===== src/rtl/pc_fetch_if.sv =====
// Bus between the fetch stage, instruction memory and the IF/ID pipeline register.
interface pc_fetch_if;
    logic        imem_req;
    logic [31:0] imem_addr;
    logic        imem_ready;
    logic [31:0] imem_rdata;
    logic        if_valid;
    logic [31:0] if_instr;
    logic [31:0] if_pc_plus4;

    modport master (
        output imem_req, imem_addr,
        input  imem_ready, imem_rdata,
        output if_valid, if_instr, if_pc_plus4
    );

    modport slave (
        input  imem_req, imem_addr,
        output imem_ready, imem_rdata,
        input  if_valid, if_instr, if_pc_plus4
    );
endinterface


===== src/rtl/pc_fetch.sv =====
// MIPS instruction-fetch stage: program counter, single-cycle imem fetch, IF/ID
// register with a one-entry skid buffer for downstream stalls, and redirect/flush.
module pc_fetch #(
    parameter logic [31:0] RESET_PC  = 32'h0000_0000,
    parameter logic [31:0] NOP_INSTR = 32'h0000_0000
) (
    input  logic              clk,
    input  logic              rst,
    input  logic              stall,
    input  logic              branch_taken,
    input  logic [31:0]       branch_target,
    input  logic              jump,
    input  logic [31:0]       jump_target,
    output logic [31:0]       pc_out,
    input  logic [31:0]       pc_plus4_in,
    pc_fetch_if.master        bus
);

    typedef enum logic {FETCH, HOLD} state_t;

    state_t      state_q, state_d;
    logic [31:0] pc_q, pc_d;
    logic        valid_q, valid_d;
    logic [31:0] instr_q, instr_d;
    logic [31:0] pc4_q, pc4_d;
    logic [31:0] skid_instr_q, skid_instr_d;
    logic [31:0] skid_pc4_q, skid_pc4_d;

    logic        accept;
    logic        redirect;
    logic [31:0] target;

    assign pc_out          = pc_q;
    assign bus.imem_addr   = pc_q;
    assign bus.imem_req    = (state_q == FETCH) && !rst;
    assign bus.if_valid    = valid_q;
    assign bus.if_instr    = instr_q;
    assign bus.if_pc_plus4 = pc4_q;

    assign accept   = !valid_q || !stall;
    assign redirect = branch_taken || jump;
    // Branch resolves in EX, so it belongs to an older instruction than an ID jump.
    assign target   = (branch_taken ? branch_target : jump_target) & 32'hFFFF_FFFC;

    always_ff @(posedge clk) begin
        if (rst) begin
            state_q      <= FETCH;
            pc_q         <= RESET_PC;
            valid_q      <= 1'b0;
            instr_q      <= NOP_INSTR;
            pc4_q        <= 32'h0;
            skid_instr_q <= NOP_INSTR;
            skid_pc4_q   <= 32'h0;
        end else begin
            state_q      <= state_d;
            pc_q         <= pc_d;
            valid_q      <= valid_d;
            instr_q      <= instr_d;
            pc4_q        <= pc4_d;
            skid_instr_q <= skid_instr_d;
            skid_pc4_q   <= skid_pc4_d;
        end
    end

    always_comb begin
        state_d      = state_q;
        pc_d         = pc_q;
        valid_d      = valid_q;
        instr_d      = instr_q;
        pc4_d        = pc4_q;
        skid_instr_d = skid_instr_q;
        skid_pc4_d   = skid_pc4_q;

        if (redirect) begin
            // Flush wins over stall; any data returned this cycle is on the wrong path.
            state_d      = FETCH;
            pc_d         = target;
            valid_d      = 1'b0;
            instr_d      = NOP_INSTR;
            skid_instr_d = NOP_INSTR;
            skid_pc4_d   = 32'h0;
        end else begin
            case (state_q)
                FETCH: begin
                    if (bus.imem_ready) begin
                        pc_d = pc_plus4_in;
                        if (accept) begin
                            valid_d = 1'b1;
                            instr_d = bus.imem_rdata;
                            pc4_d   = pc_plus4_in;
                        end else begin
                            skid_instr_d = bus.imem_rdata;
                            skid_pc4_d   = pc_plus4_in;
                            state_d      = HOLD;
                        end
                    end else if (!stall) begin
                        valid_d = 1'b0;
                        instr_d = NOP_INSTR;
                    end
                end
                HOLD: begin
                    if (!stall) begin
                        valid_d      = 1'b1;
                        instr_d      = skid_instr_q;
                        pc4_d        = skid_pc4_q;
                        skid_instr_d = NOP_INSTR;
                        skid_pc4_d   = 32'h0;
                        state_d      = FETCH;
                    end
                end
                default: state_d = FETCH;
            endcase
        end
    end

endmodule


===== src/flat_wrapper.sv =====
// flat-port wrapper written by rule: the top's interface ports become plain ports
module pc_fetch_flat 
#(
    parameter logic [31:0] RESET_PC  = 32'h0000_0000,
    parameter logic [31:0] NOP_INSTR = 32'h0000_0000
)
  (clk, rst, stall, branch_taken, branch_target, jump, jump_target, pc_out, pc_plus4_in, bus_imem_req, bus_imem_addr, bus_imem_ready, bus_imem_rdata, bus_if_valid, bus_if_instr, bus_if_pc_plus4);
  pc_fetch_if bus_i ();
  input  logic clk;
  input  logic rst;
  input  logic stall;
  input  logic branch_taken;
  input  logic [31:0] branch_target;
  input  logic jump;
  input  logic [31:0] jump_target;
  output logic [31:0] pc_out;
  input  logic [31:0] pc_plus4_in;
  output wire logic [$bits(bus_i.imem_req)-1:0] bus_imem_req;
  output wire logic [$bits(bus_i.imem_addr)-1:0] bus_imem_addr;
  input wire logic [$bits(bus_i.imem_ready)-1:0] bus_imem_ready;
  input wire logic [$bits(bus_i.imem_rdata)-1:0] bus_imem_rdata;
  output wire logic [$bits(bus_i.if_valid)-1:0] bus_if_valid;
  output wire logic [$bits(bus_i.if_instr)-1:0] bus_if_instr;
  output wire logic [$bits(bus_i.if_pc_plus4)-1:0] bus_if_pc_plus4;
  assign bus_imem_req = bus_i.imem_req;
  assign bus_imem_addr = bus_i.imem_addr;
  assign bus_i.imem_ready = bus_imem_ready;
  assign bus_i.imem_rdata = bus_imem_rdata;
  assign bus_if_valid = bus_i.if_valid;
  assign bus_if_instr = bus_i.if_instr;
  assign bus_if_pc_plus4 = bus_i.if_pc_plus4;
  pc_fetch #(.RESET_PC(RESET_PC), .NOP_INSTR(NOP_INSTR)) u_core (.clk(clk), .rst(rst), .stall(stall), .branch_taken(branch_taken), .branch_target(branch_target), .jump(jump), .jump_target(jump_target), .pc_out(pc_out), .pc_plus4_in(pc_plus4_in), .bus(bus_i));
endmodule

===== config.mk =====
export PLATFORM = sky130hd
export DESIGN_NAME = pc_fetch_flat
export DESIGN_NICKNAME = d
export VERILOG_FILES = /design/src/rtl/pc_fetch_if.sv /design/src/rtl/pc_fetch.sv /design/src/flat_wrapper.sv
export SDC_FILE = /design/constraint.sdc
export NUM_CORES = 1
export LEC_CHECK = 0
export BUFFER_PORTS_ARGS = -buffer_cell sky130_fd_sc_hd__buf_2
export CAP_MARGIN = 5
export CORE_MARGIN = 5
export CORE_UTILIZATION = 40
export CTS_BUF_LIST = sky130_fd_sc_hd__clkbuf_8
export CTS_CLUSTER_SIZE = 40
export DETAILED_ROUTE_END_ITERATION = 12
export PLACE_DENSITY = 0.74
export SYNTH_ARGS = -nofsm -noshare
export SYNTH_HDL_FRONTEND = slang
export SYNTH_SLANG_ARGS = --single-unit

===== constraint.sdc =====
create_clock -name clk -period 1.9 [get_ports clk]
set_input_delay 0.57 -clock clk [delete_from_list [all_inputs] [get_ports clk]]
set_output_delay 0.57 -clock clk [all_outputs]
set_load 0.02 [all_outputs]

==> reports/qor.yml <==
holdWs_ns: 0.375
place_hpwl_um: 15600
maxCapViolCount: 0
power.leakage_nw: 3.82
syn_area_um2: 7260
grt_start_max_net_pins: 59
wl_per_cell_um: 17.1
synthCells: 839
slew_headroom_pct: 61.3
ant_nets: 0
firstDrtPassIters: 5
grt_usage_pct: 20.3
fillCellCount: 1723
min-delay-start: "bus_imem_rdata[31]"
register_area_um2: 3240
vias: 6868
synth.largest_area_cell: "dfxtp_1"
synthFlopType: "dfxtp_1"
io_buffers: 259
finalHoldViolCount: 0
gp_congestion: 0.903
cts_tree: "done"
ff2ff_path_depth: 5
synthTopCellsByArea: "dfxtp_1 45%, mux2_2 5.1%, o221a_2 5.0%"
required_ns: 1.33
hold_class: "input pin to register"
whs_path_depth: 3
finalClockSkew_ns: 0.00863
yosysWarnings: 0
fmax_mhz: 550
grt_pass1_vias: 6670
insertion_delay_ns: 0.44
clkTransAtPathRegs_ns: 0.09
path_class: "register to output pin"
critPathMaxFanout: 22
drt-vias-per-instance: 5.34
placementRows: 49
ctsHtreeMaxLevel: 4
yosys_register_bits: 162
status: "completed"
die_h_um: 145
setup_viol: 0
fin_cells: 1285
cts.path.max_buffers: 2
die_w_um: 145
syn2layout_area_growth_pct: 25.9
r2r-start: "u_core.state_q"
synth_edf_count: 0
root_buffer: "clkbuf_8"
grt_antenna_before_repair: 4
cts_buffers: 17
reg2reg_to: "u_core.bus.if_pc_plus4[20]"
initial_utilization_pct: 40.6
min_period_ns: 1.82
ios: 264
tns_ns: 0
route.detailed.drc: 0
synth.top_cell.area_share_pct: 44.7
final_net_count: 1176
end_kind: "output pin"
grt_pass1_wl_um: 34100
finalCritPeriodShare_pct: 95.7
vdd_ir_drop_max_mv: 0.477
place_inst: 1252
dieArea_um2: 20900
rsz0062_at_grt: "false"
drive_above_1_share_pct: 38.0
numClockSinks: 162
multi_input_area_um2: 3320
yosysSeqAreaShare_pct: 44.7
drt-total-wl_um: 22000
power_mw: 7.16
grt_overflow: 0
holdBufCountCts: 0
worst_pin_slew_ns: 0.580
core_area_um2: 17900
critPathLaunchType: "register"
utilization_pct: 51.1
holdPathEnd: "u_core.skid_instr_q[31]"
async_flop_share_pct: 0
drt_iter0_drc: 479
slew_violations: 0
power_density_nw_per_um2: 783
syn_avg_cell_area_um2: 8.65
regToRegSetupSlack_ns: 0.28
yosysUniqueCellTypes: 32
cp.arrival_ns: 1.25
synth_nets: 973
[where the power goes]
part	switching, mW	leakage (nW)	internal (mW)	total, mW
sequential	0.0638	1.32	3.49	3.55
combinational	0.598	2.30	0.395	0.993
clock	1.30	0.199	1.31	2.61
total	1.96	3.82	5.20	7.16
[cells by family after synthesis]
logic type	synth area share, %
AND/OR/NAND/NOR	19.8
AO/OA/AOI/OAI	15.8
buffers and inverters	9.86
flip-flops	44.7
multiplexers	9.81
[how the worst max path moves through the flow]
stage | start | to | slack (ns)
after floorplan | rst | bus_imem_req | 0.06
after global placement | jump | u_core.bus.imem_addr[6] | 0.06
after detailed placement | jump | u_core.bus.imem_addr[6] | 0.04
after CTS | u_core.state_q | bus_imem_req | 0.008
after global routing | u_core.state_q | bus_imem_req | 0.0004
final | u_core.state_q | bus_imem_req | 0.08
[cells in the mapped netlist, drive strengths merged (2+ instances only)]
cell	count
clkbuf	36
nor2b	34
nand2b	5
nand3	65
a21oi	67
dfxtp	162
mux2i	34
nand2	66
buf	76
a211oi	31
o21ai	2
mux2	33
o221a	32
nor3	30
inv	33
nor4	29
nor2	65
o22ai	29
[per-stage QoR]
step / area, um^2 / setup WS, ns
2_1_floorplan: 7260 / 0.0580
3_3_place_gp: 8710 / 0.0569
3_5_place_dp: 8710 / 0.0421
4_1_cts: 9130 / 0.00801
5_1_grt: 9140 / 0.000375
6_report: 9140 / 0.0823
[layer usage]
layer  GRT usage (%)  vias to the layer above  part of all wire (%)
met4            6.87                        6                   2.2
li1                -                     3340                     -
met2            34.3                      218                    48
met3            5.16                       35                   7.2
met1            25.2                     3269                    42
met5               0                        -                  0.15
[flip-flops by register name, indices dropped and copies added (netlist names)]
register and count:
u_core.bus.if_valid 1, u_core.bus.if_instr 32, u_core.bus.if_pc_plus4 32, u_core.skid_pc4_q 32
u_core.skid_instr_q 32, u_core.state_q 1, u_core.bus.imem_addr 32
[worst max-delay path: stages (launching register included)]
cell and delay (ns):
dfxtp_2 0.37, buf_12 0.20, nor2_1 0.07, buf_4 0.16
[placed cells by master, fill, tap and decap left out, types with 2 or more instances in the layout]
cell type / Yosys / final
inv_6: 0 / 2
buf_2: 32 / 257
bufinv_16: 0 / 2
nor2b_2: 0 / 2
nor2_1: 65 / 65
o22ai_1: 29 / 29
inv_1: 33 / 34
mux2_2: 33 / 33
a21oi_1: 67 / 67
nor3_1: 30 / 29
buf_4: 33 / 26
nand2b_1: 5 / 4
a211oi_1: 31 / 31
nor4_1: 29 / 29
nor2b_1: 34 / 32
clkbuf_8: 0 / 21
buf_12: 0 / 13
mux2i_1: 34 / 34
clkinvlp_4: 0 / 5
nand3_1: 65 / 65
dfxtp_1: 162 / 161
o221a_2: 32 / 32
nand2_1: 66 / 66
[timing repair]
action                                  CTS  global route
resized for setup                         2             2
endpoints found under the setup margin    1             1
gates cloned                              0             0
setup buffers                             0             0
[cell type report]
| type | instances | area share (%) |
|---|---|---|
| Clock inverter | 11 | 1.40 |
| Inverter | 33 | 1.36 |
| Sequential cell | 162 | 35.5 |
| Timing Repair Buffer | 296 | 19.1 |
| Multi-Input combinational cell | 532 | 36.4 |
| Antenna cell | 1 | 0.0274 |
| Tap cell | 229 | 3.13 |
| Clock buffer | 21 | 3.16 |
Power figures use the tool's default switching activity.
